**config.mk**
```make
export PLATFORM = sky130hd
export DESIGN_NAME = bus_arbiter_flat
export DESIGN_NICKNAME = d
export VERILOG_FILES = /design/src/rtl/bus_arbiter_if.sv /design/src/rtl/bus_arbiter.sv /design/src/flat_wrapper.sv
export SDC_FILE = /design/constraint.sdc
export NUM_CORES = 1
export LEC_CHECK = 0
export BUFFER_PORTS_ARGS = -buffer_cell sky130_fd_sc_hd__buf_2
export CORE_AREA = 3 3 117 119
export DETAILED_ROUTE_END_ITERATION = 7
export DIE_AREA = 0 0 120 122
export SYNTH_ARGS = -nofsm -noshare
export SYNTH_HDL_FRONTEND = slang
export SYNTH_SLANG_ARGS = --single-unit
```
**constraint.sdc**
```tcl
create_clock -name clk -period 1.2 [get_ports clk]
set_clock_uncertainty 0.1 [all_clocks]
set_input_delay 0.06 -clock clk [delete_from_list [all_inputs] [get_ports clk]]
set_output_delay 0.06 -clock clk [all_outputs]
set_load 0.01 [all_outputs]
```
**src/rtl/bus_arbiter_if.sv**
```systemverilog
// Request/response channel shared by the two bus masters and the slave bus.
// The master modport drives a request; the slave modport answers it.
interface bus_arbiter_if;
   logic        valid;
   logic        instr;
   logic        writeEnable;
   logic [31:0] address;
   logic [31:0] dataOut;
   logic [31:0] dataIn;
   logic        ready;

   modport master (
      output valid, instr, writeEnable, address, dataOut,
      input  dataIn, ready
   );

   modport slave (
      input  valid, instr, writeEnable, address, dataOut,
      output dataIn, ready
   );
endinterface

```
**src/rtl/bus_arbiter.sv**
```systemverilog
// Two-master round-robin arbiter onto one slave bus, with one-cycle arbitration.
// Optional transaction timeout is enabled by defining BUS_ARBITER_TIMEOUT_EN.
module bus_arbiter #(
   parameter int unsigned TIMEOUT_CYCLES = 255
) (
   input  logic          clk,
   input  logic          reset,
   bus_arbiter_if.slave  m0,
   bus_arbiter_if.slave  m1,
   bus_arbiter_if.master bus,
   output logic [1:0]    grant,
   output logic          timeout
);

   typedef enum logic {IDLE, BUSY} state_t;

   state_t      state, state_next;
   logic [1:0]  grant_next;
   logic        last_owner, last_owner_next;  // 0 = m0, 1 = m1
   logic        sel_valid, sel_instr, sel_we;
   logic [31:0] sel_address, sel_data;
   logic        expire_hit;
   logic        expire;

   always_comb begin
      if (grant[1]) begin
         sel_valid   = m1.valid;
         sel_instr   = m1.instr;
         sel_we      = m1.writeEnable;
         sel_address = m1.address;
         sel_data    = m1.dataOut;
      end else begin
         sel_valid   = m0.valid;
         sel_instr   = m0.instr;
         sel_we      = m0.writeEnable;
         sel_address = m0.address;
         sel_data    = m0.dataOut;
      end
   end

`ifdef BUS_ARBITER_TIMEOUT_EN
   localparam int CNT_RAW = $clog2(TIMEOUT_CYCLES + 1);
   localparam int CNT_W   = (CNT_RAW < 8) ? 8 : ((CNT_RAW > 32) ? 32 : CNT_RAW);

   logic [CNT_W-1:0] busy_count;

   // Counts BUSY cycles that passed without a slave response; held at zero in IDLE.
   always_ff @(posedge clk or negedge reset) begin
      if (!reset) begin
         busy_count <= '0;
      end else if (state != BUSY) begin
         busy_count <= '0;
      end else if (!bus.ready) begin
         busy_count <= busy_count + CNT_W'(1);
      end
   end

   assign expire_hit = (busy_count == CNT_W'(TIMEOUT_CYCLES));
`else
   assign expire_hit = 1'b0;
`endif

   always_comb begin
      state_next      = state;
      grant_next      = grant;
      last_owner_next = last_owner;
      expire          = 1'b0;
      bus.valid       = 1'b0;
      bus.instr       = 1'b0;
      bus.writeEnable = 1'b0;
      bus.address     = '0;
      bus.dataOut     = '0;
      m0.ready        = 1'b0;
      m0.dataIn       = '0;
      m1.ready        = 1'b0;
      m1.dataIn       = '0;

      case (state)
         IDLE: begin
            if (m0.valid || m1.valid) begin
               state_next = BUSY;
               if (m0.valid && m1.valid) begin
                  grant_next = last_owner ? 2'b01 : 2'b10;
               end else begin
                  grant_next = m0.valid ? 2'b01 : 2'b10;
               end
            end
         end

         BUSY: begin
            // A completing slave wins over abort, and abort wins over timeout.
            expire = !bus.ready && sel_valid && expire_hit;
            if (!expire) begin
               bus.valid       = sel_valid;
               bus.instr       = sel_instr;
               bus.writeEnable = sel_we;
               bus.address     = sel_address;
               bus.dataOut     = sel_data;
            end
            if (grant[1]) begin
               m1.ready  = bus.ready | expire;
               m1.dataIn = expire ? 32'hFFFF_FFFF : bus.dataIn;
            end else begin
               m0.ready  = bus.ready | expire;
               m0.dataIn = expire ? 32'hFFFF_FFFF : bus.dataIn;
            end
            if (bus.ready || !sel_valid || expire) begin
               state_next = IDLE;
               grant_next = 2'b00;
               if (bus.ready || expire) begin
                  last_owner_next = grant[1];
               end
            end
         end

         default: begin
            state_next = IDLE;
            grant_next = 2'b00;
         end
      endcase
   end

   always_ff @(posedge clk or negedge reset) begin
      if (!reset) begin
         state      <= IDLE;
         grant      <= 2'b00;
         last_owner <= 1'b1;
      end else begin
         state      <= state_next;
         grant      <= grant_next;
         last_owner <= last_owner_next;
      end
   end

   assign timeout = expire;

endmodule

```
**src/flat_wrapper.sv**
```systemverilog
// flat-port wrapper written by rule: the top's interface ports become plain ports
module bus_arbiter_flat 
#(
   parameter int unsigned TIMEOUT_CYCLES = 255
)
  (clk, reset, grant, timeout, m0_valid, m0_instr, m0_writeEnable, m0_address, m0_dataOut, m0_dataIn, m0_ready, m1_valid, m1_instr, m1_writeEnable, m1_address, m1_dataOut, m1_dataIn, m1_ready, bus_valid, bus_instr, bus_writeEnable, bus_address, bus_dataOut, bus_dataIn, bus_ready);
  bus_arbiter_if m0_i ();
  bus_arbiter_if m1_i ();
  bus_arbiter_if bus_i ();
  input  logic clk;
  input  logic reset;
  output logic [1:0] grant;
  output logic timeout;
  input wire logic [$bits(m0_i.valid)-1:0] m0_valid;
  input wire logic [$bits(m0_i.instr)-1:0] m0_instr;
  input wire logic [$bits(m0_i.writeEnable)-1:0] m0_writeEnable;
  input wire logic [$bits(m0_i.address)-1:0] m0_address;
  input wire logic [$bits(m0_i.dataOut)-1:0] m0_dataOut;
  output wire logic [$bits(m0_i.dataIn)-1:0] m0_dataIn;
  output wire logic [$bits(m0_i.ready)-1:0] m0_ready;
  input wire logic [$bits(m1_i.valid)-1:0] m1_valid;
  input wire logic [$bits(m1_i.instr)-1:0] m1_instr;
  input wire logic [$bits(m1_i.writeEnable)-1:0] m1_writeEnable;
  input wire logic [$bits(m1_i.address)-1:0] m1_address;
  input wire logic [$bits(m1_i.dataOut)-1:0] m1_dataOut;
  output wire logic [$bits(m1_i.dataIn)-1:0] m1_dataIn;
  output wire logic [$bits(m1_i.ready)-1:0] m1_ready;
  output wire logic [$bits(bus_i.valid)-1:0] bus_valid;
  output wire logic [$bits(bus_i.instr)-1:0] bus_instr;
  output wire logic [$bits(bus_i.writeEnable)-1:0] bus_writeEnable;
  output wire logic [$bits(bus_i.address)-1:0] bus_address;
  output wire logic [$bits(bus_i.dataOut)-1:0] bus_dataOut;
  input wire logic [$bits(bus_i.dataIn)-1:0] bus_dataIn;
  input wire logic [$bits(bus_i.ready)-1:0] bus_ready;
  assign m0_i.valid = m0_valid;
  assign m0_i.instr = m0_instr;
  assign m0_i.writeEnable = m0_writeEnable;
  assign m0_i.address = m0_address;
  assign m0_i.dataOut = m0_dataOut;
  assign m0_dataIn = m0_i.dataIn;
  assign m0_ready = m0_i.ready;
  assign m1_i.valid = m1_valid;
  assign m1_i.instr = m1_instr;
  assign m1_i.writeEnable = m1_writeEnable;
  assign m1_i.address = m1_address;
  assign m1_i.dataOut = m1_dataOut;
  assign m1_dataIn = m1_i.dataIn;
  assign m1_ready = m1_i.ready;
  assign bus_valid = bus_i.valid;
  assign bus_instr = bus_i.instr;
  assign bus_writeEnable = bus_i.writeEnable;
  assign bus_address = bus_i.address;
  assign bus_dataOut = bus_i.dataOut;
  assign bus_i.dataIn = bus_dataIn;
  assign bus_i.ready = bus_ready;
  bus_arbiter #(.TIMEOUT_CYCLES(TIMEOUT_CYCLES)) u_core (.clk(clk), .reset(reset), .m0(m0_i), .m1(m1_i), .bus(bus_i), .grant(grant), .timeout(timeout));
endmodule
```
==> results.toml, run 1 <==
[worst_setup_path]
worstPathArrival_ns = 1.44
reg2reg_depth = 4
worst_setup_path_start_kind = "register"
reg2reg_slack_ns = -0.17
crit_type = "reg2out"
required_ns = 1.04
path_max_fanout = 17
worst_setup_path_end_kind = "primary output"

[final_layout]
nFillCells = 1405
fin_nets = 727
area_delta_synth_final_pct = 120
design_area_sq_um = 3860
drive_gt1_frac = 0.641
antenna_cells = 0

[synth]
synth_compound_area_frac = 0.0300
yosysMostFrequentCell = "nor2_1"
synthCells = 248
ys_top_cells_by_area = "mux2i_1 (38%), nor2_1 (15%), and2_1 (11%)"
synthSimpleGateAreaFrac = 0.397
synthFlopType = "dfrtp_1"
synth_area_sq_um = 1750
seq_area_frac_synth = 0.0579
synth_top_area_cell = "mux2i_1"
synth_top_area_frac = 0.383
synth_cell_types = 24
synth_xor_area_frac = 0
syn_nets = 417
ys_ff_latch = 4
synth_enable_flop_cells = 0
synthMuxAreaShare = 0.383
synth_top_family_by_area = "simple AND/OR/NAND/NOR gates"
async_flop_share = 1.00
synthAdderAreaFrac = 0
synth_common_cells = "nor2_1 (69), mux2i_1 (67), and2_1 (32), and3_1 (32), clkbuf_1 (11)"
yosysWarnings = 0
avgSynthCellArea_sq_um = 7.06

[run_status]
failed_checks = "setup timing"
outcome = "finished, violations left"

[routing]
route.vias.total = 2895
drt-initial-drc-count = 69
drtPass1Iterations = 4
wl_per_cell_um = 12.3
ant_nets = 0
drc_errors = 0
avgViaCountPerCell = 3.97
routed_wl_um = 9000

[place]
pre_cts_ws_ns = -0.178
placed_cell_area_sq_um = 3540
dpl.hpwl_um = 7680
io_buffers = 303
gp_congestion = 0.810

[clock_tree]
cts_tree = "yes"
clkTransAtPathRegs_ns = 0.03
cts_root_buffer = "clkbuf_16"
clockBufferDepth = 2
htree_levels = 1
clock-sinks = 4
clk_latency_ns = 0.23
cts_buffers = 3

[global_routing]
antenna_found_initial = 0
grt_pass1_wl_um = 12600
overflow = 0
grt_pass1_vias = 2649
grt_usage = 0.103
grt_max_degree = 49

[floorplan]
initial_core_util = 0.138
rows = 41
io_pins = 305
die_w_um = 120
core-area_sq_um = 12700
die_y_um = 122
die-area_sq_um = 14600

[timing]
tns_ns = -42.15
rsz0062_at_grt = "true"
fin_ws_ns = -0.396
finalCritPeriodShare = 1.33
fmax_mhz = 626
drv_slew = 0
finalCriticalPeriod_ns = 1.60
setup_viol = 135
hold_viol = 0

[pwr]
powerDensity_nw_per_um2 = 1090
combPwrFrac = 0.820
peakVddDrop_mv = 0.799
swShare = 0.428
cellLeakagePower_nw = 2.37
power_frac_seq = 0.052
switchingPower_w = 0.00180
p_int_w = 0.00241
clkPwrFrac = 0.129

[worst_hold_path]
min_path_cells = 3
hold_path_class = "in2reg"

[run]
drv_cap = 0
[kinds of logic (layout without fill, tap and decap cells)]
kind of cell | after synthesis | in the layout
AND/OR/NAND/NOR | 139 | 139
other | 1 | 1
buffers and inverters | 29 | 338
AO/OA/AOI/OAI | 8 | 8
flip-flops | 4 | 4
multiplexers | 67 | 67
[metrics by stage]
stage          power [W]  hold slack [ns]  std cells   util
2_1_floorplan    0.00210           -0.336        248      -
3_3_place_gp     0.00337           -0.229        721  0.279
3_5_place_dp     0.00339           -0.224        721  0.279
4_1_cts          0.00421           0.0464        730  0.300
5_1_grt          0.00453           0.0579        729  0.305
6_report         0.00420           0.0489        729  0.305
[per-layer routing]
layer  part of all wire  vias up  GRT usage
met2               0.54      159      0.204
met4             0.0059        0     0.0186
li1                   -     1448          -
met1               0.37     1283      0.115
met3              0.090        5     0.0186
met5                  0        -          0
[layout by cell type, fill, tap and decap left out, types with 4 or more instances in the layout]
cell / n
and2_1: 22
mux2i_1: 64
and2_4: 10
buf_12: 6
and3_1: 29
buf_4: 9
nor2_1: 67
buf_8: 4
buf_6: 24
buf_2: 288
[what timing repair did]
item | 4_1_cts | 5_1_grt
gates resized for setup | 31 | 22
setup buffers | 4 | 1
cloned | 1 | 0
pin swaps | 15 | 11
hold endpoints to repair | 4 | 0
endpoints found under the setup margin | 135 | 138
hold buffers | 1 | 0
[sequential cells by signal (all words and copies together) (netlist names)]
| signal | flops |
|---|---|
| u_core.last_owner | 1 |
| u_core.grant | 2 |
| u_core.state | 1 |
[final timing paths]
kind	start	endpoint
setup / recovery	u_core.grant[1]	bus_address[15]
hold / removal	bus_ready	u_core.last_owner
setup reg to reg	u_core.grant[1]	u_core.grant[0]
hold reg to reg	u_core.last_owner	u_core.last_owner
max in group asynchronous	reset	u_core.last_owner
min in group asynchronous	reset	u_core.grant[1]
[worst max-delay path: stages (launching register included)]
cell and delay, ns:
dfrtp_4 0.51, buf_12 0.17, buf_12 0.15, mux2i_1 0.18, nor2_1 0.05, buf_2 0.13
[area by class of cell]
class                           instances  area, sq um  share of cell area
Timing Repair Buffer                  332         1970               0.510
Sequential cell                         4          105              0.0272
Multi-Input combinational cell        215         1480               0.384
Tap cell                              172          215              0.0558
Clock buffer                            4         78.8              0.0204
Inverter                                2         7.51             0.00195
[power groups by stage]
stage | registers, W | logic, W | clock network, W
floorplan | 0.000203 | 0.00190 | 0
global placement | 0.000222 | 0.00315 | 0
detailed placement | 0.000225 | 0.00316 | 0
CTS | 0.000219 | 0.00344 | 0.000550
global route | 0.000224 | 0.00375 | 0.000561
finish | 0.000218 | 0.00345 | 0.000541
(Power assumes the default switching activity.)
==> inputs of run 2 (changes only) <==
CORE_AREA = 2 2 120 122   (was 3 3 117 119)
DIE_AREA = 0 0 122 124   (was 0 0 120 122)
clock period = 1.49 ns   (was 1.2 ns; I/O delays follow)
==> run 2 against run 1 <==
The run still ends with setup timing left. Clock power is 21% lower. Largest cell class unchanged. Non-clock buffer count rose by 2. Critical path type unchanged. Sequential power down 15%. Register-to-register slack improved by 0.28 ns. Highest routed layer is now met3.
==> results.toml, run 2 (synthesis gave the netlist of run 1 again) <==
[run_status]
outcome = "finished, violations left"
failed_checks = "setup timing"

[pwr]
powerDensity_nw_per_um2 = 880
switchingPower_w = 0.00146
swShare = 0.433
p_int_w = 0.00191
clkPwrFrac = 0.127
combPwrFrac = 0.818
cellLeakagePower_nw = 2.37
peakVddDrop_mv = 0.890
power_frac_seq = 0.055

[worst_hold_path]
hold_path_class = "in2reg"

[global_routing]
grtUsageMet2 = 0.184
grt_pass1_vias = 2577
grt_max_degree = 38
antenna_found_initial = 0
grt_usage = 0.0978
grt_pass1_wl_um = 12200
use_met1 = 0.123
gr-max-usage-layer = "met2"
overflow = 0
gr-usage-met3 = 0.0147

[final_layout]
final_common_cell = "buf_2"
largest_reg_flops = 2
most-common-layout-cells = "buf_2 (299), nor2_1 (68), mux2i_1 (65)"
regMostFlops = "u_core.grant"
antenna_cells = 0
design_area_sq_um = 3830
drive_gt1_frac = 0.624
area_delta_synth_final_pct = 119
utilization = 0.279
fin_nets = 729
reg.largest.list = "u_core.grant x2, u_core.last_owner x1, u_core.state x1"

[clock_tree]
clockBufferDepth = 2
clkTransAtPathRegs_ns = 0.03
clock-sinks = 4
cts_tree = "yes"
cts_buffers = 3
clk_latency_ns = 0.22
htree_levels = 1
cts_root_buffer = "clkbuf_16"

[floorplan]
initial_core_util = 0.128
die-area_sq_um = 15100
die_w_um = 122
rows = 43
core-area_sq_um = 13700
die_y_um = 124
io_pins = 305

[routing]
drc_errors = 0
drt-initial-drc-count = 67
routed_wl_um = 8980
ant_nets = 0
route.vias.total = 2892
avgViaCountPerCell = 3.91
wl_per_cell_um = 12.1
drtPass1Iterations = 4

[timing]
drv_slew = 0
rsz0062_at_grt = "true"
setup_viol = 115
finalCritPeriodShare = 1.07
tns_ns = -4.78
hold_viol = 0
hold_ws_ns = 0.0533
finalCriticalPeriod_ns = 1.60
fin_ws_ns = -0.107
fmax_mhz = 626

[worst_setup_path]
crit_type = "reg2out"
path_max_fanout = 16
required_ns = 1.32
worstPathArrival_ns = 1.42
worst_setup_path_start_kind = "register"
worst_setup_path_end_kind = "primary output"

[place]
gp_congestion = 0.756
dpl.hpwl_um = 7200
pre_cts_ws_ns = 0.0732
placed_cell_area_sq_um = 3510
io_buffers = 303

[run]
drv_cap = 0
-- run 2: cell count changes in the layout (fill, tap and decap cells not counted), sizes merged --
cell	before	now
buf	331	333
-- run 2: final timing paths --
| check | startpoint | to | depth (start not counted) | slack (ns) |
|---|---|---|---|---|
| worst max register to register | u_core.grant[1] | u_core.grant[0] | 4 | 0.11 |
| min in group asynchronous | reset | u_core.grant[1] | 2 | 0.09 |
| max in group asynchronous | reset | u_core.last_owner | 2 | 0.99 |
| worst max-delay path | u_core.grant[1] | bus_address[11] | 5 | -0.11 |
| worst min register to register | u_core.last_owner | u_core.last_owner | 1 | 0.41 |
| worst min-delay path | bus_ready | u_core.last_owner | 3 | 0.05 |
-- run 2: power by group through the flow --
stage          logic, W  registers, W  clock network (W)
6_report        0.00275      0.000185           0.000429
5_1_grt         0.00300      0.000190           0.000449
4_1_cts         0.00271      0.000190           0.000436
3_5_place_dp    0.00251      0.000179                  0
3_3_place_gp    0.00250      0.000177                  0
2_1_floorplan   0.00152      0.000164                  0
-- run 2: cell type report --
type | count | area (sq um)
repair buffers | 334 | 1940
clock buffers | 4 | 78.8
inverters | 2 | 15.0
flip-flops and latches | 4 | 106
well taps | 180 | 225
fillers | 1541 | 9890
multi-input cells | 215 | 1460
-- run 2: metal layers --
layer / routed length (um) / part of all wire / up-vias
met4: 0 / 0 / 0
met5: 0 / 0 / -
met1: 3550 / 0.40 / 1291
met2: 4540 / 0.51 / 147
li1: - / - / 1454
met3: 884 / 0.098 / 0
-- run 2: what timing repair did --
item,CTS,global route
setup endpoints to repair,120,133
cloned,2,0
setup buffers,5,3
pin swaps,0,0
hold buffers,1,0
gates resized for setup,11,17
endpoints found under the hold margin,4,0
-- run 2: stage by stage --
step / cells / power [W]
3_3_place_gp: 724 / 0.00268
5_1_grt: 739 / 0.00363
4_1_cts: 736 / 0.00333
2_1_floorplan: 248 / 0.00168
3_5_place_dp: 724 / 0.00269
6_report: 739 / 0.00337
-- run 2: worst max-delay path, stage by stage (launching register included) --
cell	delay [ns]
dfrtp_4	0.51
buf_12	0.17
buf_12	0.15
mux2i_1	0.16
nor2_1	0.06
buf_2	0.13
==> inputs of run 3 (changes only) <==
BUFFER_PORTS_ARGS = unset   (was -buffer_cell sky130_fd_sc_hd__buf_2)
CORE_AREA = 2 2 118 120   (was 2 2 120 122)
DIE_AREA = 0 0 120 122   (was 0 0 122 124)
DONT_BUFFER_PORTS = 1   (was unset)
PLACE_DENSITY = 0.38   (was unset)
==> run 3 against run 2 <==
The run still ends with setup timing left. Combinational power shrank 12%. Worst setup slack got worse by 0.065 ns. Critical path type unchanged. Sequential share of layout area rose by 0.96 points. Highest routed layer is now met5. Count of clock-buffer cells in the layout unchanged. Die area decreased by 3.2%. Register-to-register slack worse by 0.05 ns.
==> results.toml, run 3 (synthesis gave the netlist of run 1 again) <==
[run_status]
outcome = "finished, violations left"
failed_checks = "setup timing"

[place]
dpl.hpwl_um = 5530
io_buffers = 0
place_inst = 477
gp_congestion = 0.763
placed_cell_area_sq_um = 2380

[pwr]
powerDensity_nw_per_um2 = 1080
cellLeakagePower_nw = 1.29
peakVddDrop_mv = 0.989
p_total_w = 0.00304

[routing]
avgViaCountPerCell = 4.26
route.vias.total = 2093
wl_per_cell_um = 15.3
drc_errors = 0
drtPass1Iterations = 4
routed_wl_um = 7530
drt-initial-drc-count = 63
ant_nets = 0

[global_routing]
grt_pass1_wl_um = 9490
grt_usage = 0.0807
overflow = 0
grt_pass1_vias = 1862
antenna_found_initial = 1
grt_max_degree = 41

[clock_tree]
htree_levels = 1
clock-sinks = 4
cts_buffers = 3
cts_root_buffer = "clkbuf_16"
clk_latency_ns = 0.22
cts_tree = "yes"
clockBufferDepth = 2
clkTransAtPathRegs_ns = 0.03

[timing]
drv_slew = 0
finalCritPeriodShare = 1.12
setup_viol = 123
rsz0062_at_grt = "true"
finalCriticalPeriod_ns = 1.66
fin_ws_ns = -0.172
tns_ns = -9.61
hold_ws_ns = 0.00392
fmax_mhz = 602
hold_viol = 0

[floorplan]
die-area_sq_um = 14600
die_w_um = 120
initial_core_util = 0.130
io_pins = 305
core-area_sq_um = 13500
die_y_um = 122
rows = 43

[final_layout]
final_common_cell = "buf_4"
drive_gt1_frac = 0.457
most-common-layout-cells = "buf_4 (73), nor2_1 (68), mux2i_1 (67)"
regMostFlops = "u_core.grant"
fin_nets = 481
reg.largest.list = "u_core.grant x2, u_core.last_owner x1, u_core.state x1"
design_area_sq_um = 2810
antenna_cells = 0
fin_cells = 491
largest_reg_flops = 2
area_delta_synth_final_pct = 60.6

[worst_setup_path]
worstPathArrival_ns = 1.49
reg2reg_depth = 4
crit_type = "reg2out"
required_ns = 1.32
path_max_fanout = 28
worst_setup_path_end_kind = "primary output"
worst_setup_path_start_kind = "register"

[worst_hold_path]
min_path_cells = 3
hold_path_class = "in2reg"

[run]
drv_cap = 0
-- run 3: layout make-up --
type	instances	area [sq um]
Sequential cell	4	105
Tap cell	180	225
Inverter	2	7.51
Timing Repair Buffer	86	767
Fill cell	1493	10700
Clock buffer	4	78.8
Multi-Input combinational cell	215	1630
-- run 3: report_power, final --
part / internal [W] / leakage, nW / total [W] / switching, W
Combinational: 0.00121 / 1.21 / 0.00242 / 0.00121
Sequential: 0.000147 / 0.0465 / 0.000187 / 0.0000403
Clock: 0.000353 / 0.0382 / 0.000428 / 0.0000743
Total: 0.00171 / 1.29 / 0.00304 / 0.00132
-- run 3: critical path, cell delays in order (launching register included) --
cell	delay [ns]
dfrtp_4	0.54
buf_16	0.20
mux2i_1	0.15
nor2_1	0.18
buf_4	0.16
-- run 3: path summary, 6_finish.rpt --
kind	from	slack [ns]	endpoint
min in group asynchronous	reset	0.04	u_core.state
max in group asynchronous	reset	1.00	u_core.last_owner
hold / removal	bus_ready	0.004	u_core.state
hold reg to reg	u_core.last_owner	0.41	u_core.last_owner
setup reg to reg	u_core.grant[1]	0.06	u_core.grant[0]
setup / recovery	u_core.grant[1]	-0.17	bus_address[11]
-- run 3: layer usage --
layer,vias up,global-route usage,routed length [um]
met4,2,0.0250,179
met5,-,0,13
met3,12,0.0145,671
met1,973,0.0969,2830
met2,145,0.146,3830
li1,961,-,-
-- run 3: per-stage QoR --
step	setup WS [ns]	util
floorplan	0.163	-
global placement	0.0364	0.176
detailed placement	0.0182	0.176
CTS	-0.153	0.205
global route	-0.186	0.208
finish	-0.172	0.208
-- run 3: what timing repair did --
item | 4_1_cts | 5_1_grt
buffers inserted | 3 | 1
endpoints found under the setup margin | 99 | 125
gates resized for setup | 43 | 17
hold endpoints to repair | 7 | 0
gates cloned | 3 | 1
hold buffers | 4 | 0
pin swaps | 1 | 2
